==> src/rtl/syn_fifo02.sv <==
// Single-clock FIFO with occupancy count, almost flags and sticky overflow/underflow.
// Define SYN_FIFO_FWFT_EN for first-word-fall-through reads; default is 1-cycle registered reads.
module syn_fifo02 #(
   parameter int DEPTH      = 8,
   parameter int DATA_WIDTH = 8,
   parameter int AF_LEVEL   = DEPTH - 2,
   parameter int AE_LEVEL   = 2
) (
   input  logic                       clk,
   input  logic                       rst,
   input  logic                       w_en,
   input  logic [DATA_WIDTH-1:0]      data_in,
   input  logic                       r_en,
   input  logic                       clr_err,
   output logic [DATA_WIDTH-1:0]      data_out,
   output logic                       full,
   output logic                       empty,
   output logic                       almost_full,
   output logic                       almost_empty,
   output logic [$clog2(DEPTH):0]     count,
   output logic                       overflow,
   output logic                       underflow
);

   localparam int AW = $clog2(DEPTH);
   localparam int CW = AW + 1;
   localparam logic [CW-1:0] DEPTH_C = CW'(DEPTH);
   localparam logic [CW-1:0] AF_C    = CW'(AF_LEVEL);
   localparam logic [CW-1:0] AE_C    = CW'(AE_LEVEL);

   logic [DATA_WIDTH-1:0] mem_q [DEPTH];
   logic [CW-1:0]         wr_ptr_q, wr_ptr_d;
   logic [CW-1:0]         rd_ptr_q, rd_ptr_d;
   logic [CW-1:0]         count_q, count_d;
   logic [DATA_WIDTH-1:0] data_out_q, data_out_d;
   logic                  full_q, full_d, empty_q, empty_d;
   logic                  af_q, af_d, ae_q, ae_d;
   logic                  ovf_q, ovf_d, udf_q, udf_d;
   logic                  wr_acc_s, rd_acc_s;

   // Next-state logic; accepts are judged against the flags registered before this edge.
   always_comb begin
      wr_acc_s = w_en & ~full_q;
      rd_acc_s = r_en & ~empty_q;

      if (wr_acc_s) wr_ptr_d = wr_ptr_q + CW'(1);
      else          wr_ptr_d = wr_ptr_q;

      if (rd_acc_s) rd_ptr_d = rd_ptr_q + CW'(1);
      else          rd_ptr_d = rd_ptr_q;

      case ({wr_acc_s, rd_acc_s})
         2'b10:   count_d = count_q + CW'(1);
         2'b01:   count_d = count_q - CW'(1);
         default: count_d = count_q;
      endcase

      full_d  = (count_d == DEPTH_C);
      empty_d = (count_d == CW'(0));
      af_d    = (count_d >= AF_C);
      ae_d    = (count_d <= AE_C);

      // A new error event wins over a simultaneous clear.
      if (w_en & full_q)  ovf_d = 1'b1;
      else if (clr_err)   ovf_d = 1'b0;
      else                ovf_d = ovf_q;

      if (r_en & empty_q) udf_d = 1'b1;
      else if (clr_err)   udf_d = 1'b0;
      else                udf_d = udf_q;

`ifdef SYN_FIFO_FWFT_EN
      // Head word after this edge; bypass when it is the word being written now.
      if (count_d == CW'(0))
         data_out_d = {DATA_WIDTH{1'b0}};
      else if (wr_acc_s && (rd_ptr_d[AW-1:0] == wr_ptr_q[AW-1:0]))
         data_out_d = data_in;
      else
         data_out_d = mem_q[rd_ptr_d[AW-1:0]];
`else
      if (rd_acc_s) data_out_d = mem_q[rd_ptr_q[AW-1:0]];
      else          data_out_d = data_out_q;
`endif
   end

   // Storage array; intentionally not reset.
   always_ff @(posedge clk) begin
      if (wr_acc_s) mem_q[wr_ptr_q[AW-1:0]] <= data_in;
   end

   // Pointer, count, flag and output registers.
   always_ff @(posedge clk or posedge rst) begin
      if (rst) begin
         wr_ptr_q   <= CW'(0);
         rd_ptr_q   <= CW'(0);
         count_q    <= CW'(0);
         data_out_q <= {DATA_WIDTH{1'b0}};
         full_q     <= 1'b0;
         empty_q    <= 1'b1;
         af_q       <= 1'b0;
         ae_q       <= 1'b1;
         ovf_q      <= 1'b0;
         udf_q      <= 1'b0;
      end else begin
         wr_ptr_q   <= wr_ptr_d;
         rd_ptr_q   <= rd_ptr_d;
         count_q    <= count_d;
         data_out_q <= data_out_d;
         full_q     <= full_d;
         empty_q    <= empty_d;
         af_q       <= af_d;
         ae_q       <= ae_d;
         ovf_q      <= ovf_d;
         udf_q      <= udf_d;
      end
   end

   assign data_out     = data_out_q;
   assign full         = full_q;
   assign empty        = empty_q;
   assign almost_full  = af_q;
   assign almost_empty = ae_q;
   assign count        = count_q;
   assign overflow     = ovf_q;
   assign underflow    = udf_q;

endmodule

==> config.mk <==
export PLATFORM = sky130hd
export DESIGN_NAME = syn_fifo02
export DESIGN_NICKNAME = d
export VERILOG_FILES = /design/src/rtl/syn_fifo02.sv
export SDC_FILE = /design/constraint.sdc
export NUM_CORES = 1
export LEC_CHECK = 0
export ABC_CLOCK_PERIOD_IN_PS = 2600
export CAP_MARGIN = 10
export CORE_MARGIN = 1.5
export CORE_UTILIZATION = 57
export DETAILED_ROUTE_END_ITERATION = 10
export PLACE_DENSITY = 0.76
export SLEW_MARGIN = 10
export SYNTH_ARGS = -nofsm -noshare
export SYNTH_HDL_FRONTEND = slang
export SYNTH_SLANG_ARGS = --single-unit
==> constraint.sdc <==
create_clock -name clk -period 2.6 [get_ports clk]
set_input_delay 0.78 -clock clk [delete_from_list [all_inputs] [get_ports clk]]
set_output_delay 0.78 -clock clk [all_outputs]
set_load 0.03 [all_outputs]
* After elaboration in Yosys (flattened, before gate mapping)
Memories as Yosys holds them, arrays and structs flattened. A register that Yosys moved wholly into a read port is not among the register bits.
Index checks and enable logic that the tools add are counted.
** Storage, ports and cells
- Bits of input ports :: 13
- RAM bits :: 64
- Register bits :: 18
- Memories kept :: 1
- Logic and storage cells :: 34
- Output and inout port bits :: 18
** Operators by class
- $lt $le $gt $ge :: 2
- Add/sub/neg operators :: 4
- Bitwise gates (word level) :: 6
- Muxes and demuxes :: 6
- Eq/ne operators :: 3
- Reduce and logical (&&, ||, !) cells :: 3
** Memories
- mem_q :: depth 8, width 8, read ports 1, clocked after Yosys merged registers in 1, write ports 1, RTL line 31 : logic [DATA_WIDTH-1:0] mem_q [DEPTH];
** Operators by type and width (number)
- $add 4x1->4 const B :: 3
- $pmux 4 s2 :: 1
- $mux 1 :: 5
- $and 1x1->1 :: 4
- $eq 4x4->1 const B :: 1
- $ge 4x3->1 const B :: 1
- $le 4x2->1 const B :: 1
- $logic_not 4->1 :: 1
- $reduce_bool 2->1 :: 2
- $sub 4x1->4 const B :: 1
- $eq 2x1->1 const B :: 1
- $eq 2x2->1 const B :: 1
- $not 1->1 :: 2

* Depth between registers and ports, before layout
- Word-level depth :: 5
- Gate-level depth with buffers :: 11

* Worst setup path after synthesis
No wires, ideal clock.
- Path kind :: in2reg
- Start :: in w_en
- End :: reg full_q (netlist: full)
- Arrival time :: 2298 ps
- Required time :: 2471 ps
- Cell stages on the path :: 11
- Path slack :: 173 ps
- Buffers on the path :: 1
- Setup time :: 129 ps
- Path through :: nor2b_1 buf_4 inv_4 nand2_1 xnor2_1 ha_1 a21oi_1 a21boi_2 nor3_1 o31ai_1 nor2_1
** Between the ends
- Cells in the longest elaborated chain, start to end :: 4
- Elaborated cells between the ends (all ways) :: 5
- Classes of those cells :: 3 x eq/ne; 1 x mux; 1 x bitwise
** RTL lines
- from (decl) :: RTL line 11 : input logic w_en,
- $and 1x1->1 (*) :: RTL line 43 : wr_acc_s = w_en & ~full_q;
- $eq 2x1->1 or $eq 2x2->1 (tied branches) :: RTL line 52 : case ({wr_acc_s, rd_acc_s})
- $pmux 4 s2 (*) :: RTL line 52
- $eq 4x4->1 (*) :: RTL line 58 : full_d = (count_d == DEPTH_C);
- via full_d :: RTL line 36 : logic full_q, full_d, empty_q, empty_d;
- to (signal assigned) :: RTL line 109 : full_q <= full_d;
- to (decl) :: RTL line 36
Mark *: on every way through the listed nets, which the timed path passes. The rest lies on a longest branch.
A chain may end at the register's enable or synchronous reset.

* Final worst setup path
- Start :: in w_en
- End :: reg ae_q (netlist: almost_empty)
** Between the ends
- Cells in the longest elaborated chain, start to end :: 4
- Elaborated cells between the ends (all ways) :: 5
- Classes of those cells :: 1 x order compare; 2 x eq/ne; 1 x mux; 1 x bitwise
** RTL lines
- $and 1x1->1 (*) :: RTL line 43
- $eq 2x1->1 or $eq 2x2->1 (tied branches) :: RTL line 52
- $pmux 4 s2 (*) :: RTL line 52
- $le 4x2->1 (*) :: RTL line 61 : ae_d = (count_d <= AE_C);
- via ae_d :: RTL line 37 : logic af_q, af_d, ae_q, ae_d;
- to (signal assigned) :: RTL line 101 : ae_q <= 1'b1;
- to (signal assigned) :: RTL line 112 : ae_q <= ae_d;
- to (decl) :: RTL line 37
Marks and branches as above.

==> impl_metrics.yaml <==
run_status:
  status: "complete, no violations"
cts:
  cts_tree: "built"
  clk_pin_slew_ns: 0.09
  clockBufferDepth: 2
  worstSkewPairLatency_ns: 0.35
  numCtsBuffers: 9
  root_buffer: "clkbuf_8"
  cts_sinks: 88
  htreeDepth: 3
power_and_ir_drop:
  swShare_pct: 35.66
  vdd_ir_drop_max_v: 0.0007806
  internal_power_mw: 3.235
  power_mw: 5.027
  leakage_nw: 1.582
  pwr-share-comb_pct: 39.5
  power_frac_seq_pct: 42.9
  switchingPower_mw: 1.792
  p_per_area_nw_per_um2: 1174
  p_clk_share_pct: 17.6
cells_and_area:
  drive_gt1_share_pct: 26.02
  final_cell_count_no_fill: 344
  nets: 281
  fillers: 378
  syn_to_final_growth_pct: 21.05
  stdcell_area_sq_um: 4282
  n_antenna_cell: 0
detailed_routing:
  totalWireLength_um: 6291
  drt-wirelength-per-cell_um: 18.29
  vias: 1930
  first_pass_iters: 4
  drt-vias-per-instance: 5.610
  ant_nets: 0
  drc: 0
  drtIter0Drc: 219
timing:
  whs_ns: 0.4900
  worstMarginPinSlew_ns: 0.8172
  hold_viol_final: 0
  setup_viol: 0
  finalCritPeriodShare_pct: 96.52
  fin_tns_setup_ns: 0
  drv_slew: 0
  finalCriticalPeriod_ns: 2.509
  fin_worst_skew_ns: 0.008518
  fmax_mhz: 398.5
  relSlewSlack_pct: 45.52
floorplan:
  die_y_um: 81.78
  die_width_um: 81.78
  dieArea_sq_um: 6687
  core_sq_um: 5956
  ios: 31
  fp-row-count: 28
  start_util_pct: 59.39
global_routing:
  grt_max_degree: 25
  grt_pass1_vias: 1840
  overflow: 0
  grt_pass1_wl_um: 9646
  grt_usage_pct: 21.17
  antenna_found_initial: 0
synth:
  synthesis.area_sq_um: 3537
  synth-async-reset-ratio_pct: 27.27
  syn_area_per_cell_sq_um: 17.09
  netlist_top_cells_area: "edfxtp_1 (54%), dfrtp_1 (16%), mux4_2 (10%)"
  synth_top_area_share_pct: 54.33
  ys.flop_type: "edfxtp_1"
  ys_seq_area_share_pct: 71.38
  synth_commonest_cells: "edfxtp_1 (64), dfrtp_1 (22), nand2_1 (22)"
  ys_ff_latch: 88
  synthCells: 207
  yosysWarnings: 0
  syn_nets: 224
  synth_edf_count: 64
  synth_most_common_cell: "edfxtp_1"
  synth_cell_type_count: 36
  post-synth-top-area-cell: "edfxtp_1"
place:
  portBuffers: 30
  dp.cells: 327
  dp_hpwl_um: 3968
  place_area_sq_um: 4055
  routabilityCongestion: 0.7594
worst_setup_path:
  cpPeakStageDelay_ns: 0.48
  endpoint_kind: "register"
  cp_data_arrival_time_ns: 2.81
  cp.required_ns: 2.90
  reg2reg_slack_ns: 0.48
  cp_cell_sequence: "clkdlybuf4s50_1 > nor2b_4 > inv_4 > ha_2 > and4b_1 > o21ai_1 > a221oi_2 > xnor2_2 > o311a_1"
  cp-start-kind: "input port"
  critPathSlowestCell: "clkdlybuf4s50_1"
  critPathMaxFanout: 4
  crit_type: "input port to register"
flow_run:
  cap_violations: 0
min_path:
  hold_path.class: "register to register"
[layout by cell type, fill, tap and decap left out, types with 2 or more instances in the layout]
master / instances
o21ai_0: 8
nor2b_1: 2
o21ai_1: 4
mux2i_1: 9
clkbuf_8: 10
nor3_1: 6
nand2_1: 22
dfrtp_1: 22
inv_6: 2
dfstp_2: 2
edfxtp_1: 64
ha_1: 3
xnor2_1: 6
inv_1: 8
nand2b_1: 2
clkdlybuf4s50_1: 30
nor2_1: 6
mux4_2: 16
buf_4: 24
[state kept, by name, summed over array words and instances, names as in the netlist]
name	flops
data_out	8
wr_ptr_q	3
overflow	1
almost_empty	1
empty	1
mem_q	64
underflow	1
count	4
almost_full	1
rd_ptr_q	3
full	1
[worst paths after layout]
| kind | start | to | depth (start not counted) |
|---|---|---|---|
| setup / recovery | w_en | almost_empty | 9 |
| hold / removal | data_out[4] | data_out[4] | 2 |
| setup reg to reg | empty | almost_empty | 8 |
| hold reg to reg | data_out[4] | data_out[4] | 2 |
| max in group asynchronous | rst | almost_empty | 3 |
| min in group asynchronous | rst | data_out[3] | 3 |
[final cells by class]
class	count	area [sq um]	share of cell area, %
Sequential cell	88	2525	58.97
Clock inverter	6	50.05	1.169
Timing Repair Buffer	54	480.5	11.22
Multi-Input combinational cell	102	958.4	22.38
Inverter	9	36.28	0.8475
Clock buffer	10	137.6	3.214
Tap cell	75	93.84	2.192
[stage by stage]
| stage | setup WS (ns) | utilization (%) |
|---|---|---|
| floorplan | 0.1732 | - |
| global placement | -0.3539 | 68.09 |
| detailed placement | -0.4610 | 68.09 |
| CTS | 0.01321 | 71.41 |
| global route | -0.01630 | 71.89 |
| finish | 0.09052 | 71.89 |
[kinds of logic after synthesis]
kind of cell	Yosys count	share of synthesized area, %
XOR/XNOR	7	1.733
AND/OR/NAND/NOR	46	6.438
AO/OA/AOI/OAI	20	3.891
buffers and inverters	17	2.405
flip-flops	88	71.38
multiplexers	25	12.73
adder cells (fa/ha/maj)	4	1.415
[per-layer routing]
metal / up-vias / part of all wire [%] / GRT usage (%)
met2: 63 / 48 / 32.13
li1: 897 / - / -
met4: 0 / 2.0 / 8.644
met5: - / 0 / 0
met3: 13 / 4.3 / 6.333
met1: 957 / 46 / 28.89
[power by group through the flow]
stage / sequential, mW / combinational (mW) / clock [mW]
2_1_floorplan: 2.32 / 1.09 / 0
3_3_place_gp: 2.16 / 1.89 / 0
3_5_place_dp: 2.18 / 1.93 / 0
4_1_cts: 2.15 / 1.95 / 0.903
5_1_grt: 2.19 / 2.17 / 0.970
6_report: 2.16 / 1.99 / 0.884
[timing repair]
action | in CTS | in global routing
resized for setup | 2 | 5
pin swaps | 0 | 2
cloned | 0 | 0
setup endpoints to repair | 5 | 5
buffers inserted | 0 | 1
hold buffers | 0 | 0
[worst max-delay path, delay by kind of cell]
kind	cells	cell delay [ns]
AO/OA/AOI/OAI	3	0.66
buffers and inverters	2	0.53
AND/OR/NAND/NOR	2	0.45
adder cells (fa/ha/maj)	1	0.20
XOR/XNOR	1	0.18
Note: power is estimated with default switching activity, not from simulation.
==> patch 1, RTL diff (config.mk and constraints unchanged) <==
The option `SYN_FIFO_FWFT_EN` is turned on by a define.
--- a/src/rtl/syn_fifo02.sv
+++ b/src/rtl/syn_fifo02.sv
@@ -1,4 +1,6 @@
 // Single-clock FIFO with occupancy count, almost flags and sticky overflow/underflow.
 // Define SYN_FIFO_FWFT_EN for first-word-fall-through reads; default is 1-cycle registered reads.
+`define SYN_FIFO_FWFT_EN
+
 module syn_fifo02 #(
    parameter int DEPTH      = 8,
Check against the original RTL: not equivalent (Yosys sat finds a counterexample within 4 cycles, from zero or initial values and one cycle with rst high).
==> patch 1 against the unedited design <==
  * Synthesized area up 20%
  * Clock skew up 0.0013 ns
  * Sequential cell count unchanged
  * Via count rose by 70%
  * Worst setup slack worse by 0.0027 ns
  * Wire length is 67% higher
  * Count of clock-buffer cells in the layout unchanged
  * First-iteration DRC count increased by 21%
  * Final area increased by 23%
  * Non-clock buffer count is 30 higher
  * Synthesized cell count rose by 74%
  * Global-route usage grew 7.1 points
  * Critical endpoint is now full
Power is not compared: it rests on default switching activity, and its combinational part moved more than twofold at a synthesized area within 25%.
==> patch 1: results (changes against the unedited design) <==
| Metric | Value |
|---|---|
| Flop2flop setup slack | `0.09 ns (was 0.48 ns)` |
| Register area share after synthesis | `59.7% (was 71.4%)` |
| Area after DPL | `4990 µm² (was 4060 µm²)` |
| First-pass GRT wire length | `16,300 µm (was 9650 µm)` |
| Worst R2R Path Depth | `12 (was 8)` |
| DP HPWL | `6680 µm (was 3970 µm)` |
| Worst hold margin | `0.525 ns (was 0.490 ns)` |
| Nets@finish | `449 (was 281)` |
| Final worst path period share | `96.6% (was 96.5%)` |
| Max stage delay cell, worst path | `dfstp_2 (was clkdlybuf4s50_1)` |
| Worst Skew | `0.00980 ns (was 0.00852 ns)` |
| Grt met2 use | `45.0% (was 32.1%)` |
| Initial DRC count | `265 (was 219)` |
| Vias in the first global route | `3,100 (was 1,840)` |
| Placer Congestion | `0.821 (was 0.759)` |
| GRT Overall Usage | `28.3% (was 21.2%)` |
| Fillers | `490 (was 378)` |
| H-tree Lvls | `3 (unchanged)` |
| Status | `finished, final reports clean (unchanged)` |
| GR Util met3 | `6.28% (was 6.33%)` |
| CP max FO | `4 (unchanged)` |
| Met1 Usage GRT | `39.7% (was 28.9%)` |
| Layout Cells excl Fill | `535 (was 344)` |
| Largest net degree at the start of global routing | `34 (was 25)` |
| Post-synth EDFFs | `64 (unchanged)` |
| Vias per cell | `6.13 (was 5.61)` |
| Crit-path max cell delay | `0.58 ns (was 0.48 ns)` |
| Post-Synthesis Cells | `361 (was 207)` |
| YS warnings | `0 (unchanged)` |
| Crit path max-delay family | `flip-flops (was compound AO/OA/AOI/OAI gates)` |
| Routed wire length | `10,500 µm (was 6290 µm)` |
| Worst rel slew slack | `61.7% (was 45.5%)` |
| Worst-case clock buffer depth | `2 (unchanged)` |
| Top cells by count, synth | `edfxtp_1, nand2_1, o21ai_0 (was edfxtp_1, dfrtp_1, nand2_1)` |
| Post-Syn Nets | `379 (was 224)` |
| Clk slew on worst S/H paths | `0.08 ns` |
| Hold Path Depth | `1 (was 2)` |
| Yosys cell types | `44 (was 36)` |
| Largest cells by area after synthesis | `edfxtp_1, dfrtp_1, a211oi_1 (was edfxtp_1, dfrtp_1, mux4_2)` |
| DR pass1 iterations | `5 (was 4)` |
| Cell count after placement | `513 (was 327)` |
| Layout cell share with drive strength beyond 1 | `23.6% (was 26.0%)` |
| Antenna cells | `0 (unchanged)` |
| DP Worst Slack | `-0.504 ns (was -0.461 ns)` |
| Worst hold path class | `reg2reg (unchanged)` |
| Asr flop ratio synth | `27.3% (unchanged)` |
patch 1: changes by cell type in the layout (fill, tap and decap cells not counted), sizes merged, moves of 10 or more:
cell	unedited run	this run
nand2b	3	13
nand3	0	15
nand2	22	33
mux4	16	0
a211oi	0	33
nor2	6	17
o21ai	12	36
buf	24	54
patch 1: layer usage:
metal,vias to the layer above,wire [µm]
li1,1510,-
met1,1579,4340
met2,171,5160
met3,22,868
met4,0,138
met5,-,0
patch 1: area by class of cell:
cell class | count | area (µm²) | share of cell area (%)
inverters | 18 | 75.1 | 1.43
repair buffers | 84 | 753 | 14.3
clock inverters | 6 | 66.3 | 1.26
multi-input cells | 230 | 1580 | 30.0
well taps | 99 | 124 | 2.36
flip-flops and latches | 88 | 2520 | 48.0
clock buffers | 10 | 138 | 2.62
patch 1: path summary, 6_finish.rpt:
kind                                  start     endpoint
min in group asynchronous               rst    underflow
max in group asynchronous               rst        empty
worst max-delay path                  empty         full
worst min register to register  wr_ptr_q[0]  wr_ptr_q[0]
worst min-delay path            wr_ptr_q[0]  wr_ptr_q[0]
worst max register to register        empty         full
patch 1: repair_timing:
item | CTS | global route
pin swaps | 5 | 7
cloned | 1 | 0
resized for setup | 6 | 9
setup endpoints to repair | 12 | 12
setup buffers | 4 | 3
patch 1: cell families after synthesis:
group | Yosys count | synth area share [%]
buffers and inverters | 43 | 4.55
DFF | 88 | 59.7
muxes | 4 | 1.04
and+or+nand+nor | 94 | 10.7
AOI/OAI and AO/OA | 116 | 19.8
adders and majority gates | 5 | 1.48
xor gates and xnor gates | 11 | 2.72
patch 1: where the power goes:
part | leakage, µW | switching [µW] | internal (µW) | total [µW]
clock network | 0.0000965 | 490 | 472 | 962
registers | 0.000860 | 210 | 1880 | 2090
logic | 0.000954 | 2440 | 1900 | 4340
==> patch 2, RTL diff (config.mk and constraints unchanged) <==
Made on the original files. Make the reset (`rst`) synchronous in one clocked block.
--- a/src/rtl/syn_fifo02.sv
+++ b/src/rtl/syn_fifo02.sv
@@ -90,5 +90,5 @@
 
    // Pointer, count, flag and output registers.
-   always_ff @(posedge clk or posedge rst) begin
+   always_ff @(posedge clk) begin
       if (rst) begin
          wr_ptr_q   <= CW'(0);
Function: differs if rst is asserted again (counterexample within 4 cycles, from zero or initial values and one cycle with rst high); with rst held inactive, the same outputs for 10 cycles.
==> patch 2 against the unedited design <==
  * Final area fell by 1.4%
  * Synthesized cell count increased by 3.4%
  * Sequential cell count did not move
  * Non-clock buffer count fell by 5
  * Wire length rose by 2.3%
  * Synthesized area decreased by 0.96%
  * Worst hold slack gained 0.016 ns
  * Worst setup slack is essentially flat
  * Critical path depth unchanged
  * Via count is 2.6% higher
Power is not compared: it rests on default switching activity, and its combinational part moved more than twofold at a synthesized area within 25%.
==> patch 2: results (changes against the unedited design) <==
| Metric | Value |
|---|---|
| DR pass1 iterations | `4 (unchanged)` |
| Placer Congestion | `0.808 (was 0.759)` |
| Endpoint with the worst hold slack | `data_out[4] (unchanged)` |
| YS warnings | `0 (unchanged)` |
| Largest cells by area after synthesis | `edfxtp_1, dfxtp_1, mux4_2 (was edfxtp_1, dfrtp_1, mux4_2)` |
| CP max FO | `5 (was 4)` |
| Worst Skew | `0.00640 ns (was 0.00852 ns)` |
| Worst flop-to-flop path endpoint | `almost_empty (unchanged)` |
| Vias after detailed routing | `1,980 (was 1,930)` |
| Worst rel slew slack | `45.4% (was 45.5%)` |
| Hold Path Depth | `2 (unchanged)` |
| Grt met2 use | `34.2% (was 32.1%)` |
| Vias in the first global route | `1,933 (was 1,840)` |
| Crit path max-delay family | `buffers and inverters (was compound AO/OA/AOI/OAI gates)` |
| Yosys cell types | `38 (was 36)` |
| Worst R2R Path Depth | `7 (was 8)` |
| DP HPWL | `4130 µm (was 3970 µm)` |
| Post-synth EDFFs | `64 (unchanged)` |
| Crit path DAT | `2.76 ns (was 2.81 ns)` |
| Nets@finish | `280 (was 281)` |
| Reg-to-reg startpoint | `empty (unchanged)` |
| Post-Syn Nets | `231 (was 224)` |
| Largest net degree at the start of global routing | `22 (was 25)` |
| Asr flop ratio synth | `0% (was 27.3%)` |
| Flop2flop setup slack | `0.63 ns (was 0.48 ns)` |
| Worst hold path class | `reg2reg (unchanged)` |
| First-pass GRT wire length | `9880 µm (was 9650 µm)` |
| Status | `finished, final reports clean (unchanged)` |
| Worst hold margin | `0.506 ns (was 0.490 ns)` |
| GR Util met3 | `4.94% (was 6.33%)` |
| Max stage delay cell, worst path | `clkdlybuf4s50_1 (unchanged)` |
| Hold Startpoint | `data_out[4] (unchanged)` |
| Top cells by count, synth | `edfxtp_1, nor2_1, dfxtp_1 (was edfxtp_1, dfrtp_1, nand2_1)` |
| Root buf cell | `clkbuf_8 (unchanged)` |
| Wire per inst | `18.8 µm (was 18.3 µm)` |
| Register area share after synthesis | `68.6% (was 71.4%)` |
| Met1 Usage GRT | `28.4% (was 28.9%)` |
| CTS Buf Count | `9 (unchanged)` |
| Fillers | `393 (was 378)` |
| Initial DRC count | `127 (was 219)` |
| Layout cell share with drive strength beyond 1 | `23.5% (was 26.0%)` |
| GRT Overall Usage | `21.6% (was 21.2%)` |
-- patch 2: cell types whose count changed in the layout (fill, tap and decap cells not counted), moves of 3 or more --
cell,delta
dfxtp_1,+24
dfrtp_1,-22
nor2_1,+21
nand2_1,-13
a211oi_1,+8
o21ai_0,-7
buf_4,-5
inv_1,-5
o21ai_1,-4
xor2_1,+4
nor3_1,-3
xnor2_1,-3
-- patch 2: area by class of cell --
type                       count  area [µm²]  share of cell area [%]
inverter                       4        15.0                   0.356
timing repair buffer          49         443                    10.5
clock buffer                   9         124                    2.94
multi-input combinational    111        1060                    25.2
sequential                    88        2400                    56.9
clock inverter                 7        77.6                    1.84
tap                           75        93.8                    2.22
-- patch 2: repair_timing --
action | CTS | global route
gates resized for setup | 0 | 8
hold endpoints to repair | 0 | 0
endpoints found under the setup margin | 0 | 5
hold buffers | 0 | 0
-- patch 2: how the worst max path moves through the flow --
| stage | from | to | slack (ns) | cells past startpoint |
|---|---|---|---|---|
| final | w_en | almost_empty | 0.09 | 9 |
| after global routing | w_en | full | -0.03 | 10 |
| after CTS | w_en | almost_empty | 0.1 | 9 |
| after detailed placement | w_en | almost_empty | -0.27 | 9 |
| after global placement | w_en | empty | -0.22 | 9 |
| after floorplan | r_en | full | 0.12 | 9 |
-- patch 2: power groups by stage --
| stage | registers [µW] | clock network (µW) | logic, µW |
|---|---|---|---|
| after floorplan | 1840 | 0 | 502 |
| after global placement | 1730 | 0 | 892 |
| after detailed placement | 1730 | 0 | 911 |
| after CTS | 1700 | 969 | 912 |
| after global routing | 1720 | 1010 | 1020 |
| final | 1700 | 949 | 949 |
-- patch 2: kinds of logic (layout without fill, tap and decap cells) --
group / after synthesis / count (layout) / share of synthesized area [%]
flops: 88 / 88 / 68.6
simple gates: 52 / 52 / 7.43
mux: 27 / 27 / 13.8
compound gates: 20 / 20 / 4.21
buf+inv: 15 / 69 / 2.36
xor+xnor: 8 / 8 / 2.21
fa+ha+maj: 4 / 4 / 1.43
-- patch 2: worst register-to-register path: stages, from the launching register on --
cell and delay (ns):
dfxtp_1 0.35, and2b_2 0.25, ha_1 0.34, and4bb_1 0.29, a22oi_2 0.07, mux2i_4 0.22, xnor2_4 0.12, a41o_1 0.23
-- patch 2: metrics by stage --
stage | instances | worst slack (ns) | area [µm²]
2_1_floorplan | 214 | 0.115 | 3500
6_report | 343 | 0.0910 | 4220
3_3_place_gp | 327 | -0.216 | 3970
4_1_cts | 343 | 0.0964 | 4170
5_1_grt | 343 | -0.0334 | 4220
3_5_place_dp | 327 | -0.270 | 3970
-- patch 2: layer usage --
| layer | vias up | routed length, µm |
|---|---|---|
| li1 | 908 | - |
| met1 | 998 | 2780 |
| met2 | 65 | 3200 |
| met3 | 9 | 364 |
| met4 | 0 | 97 |
| met5 | - | 0 |
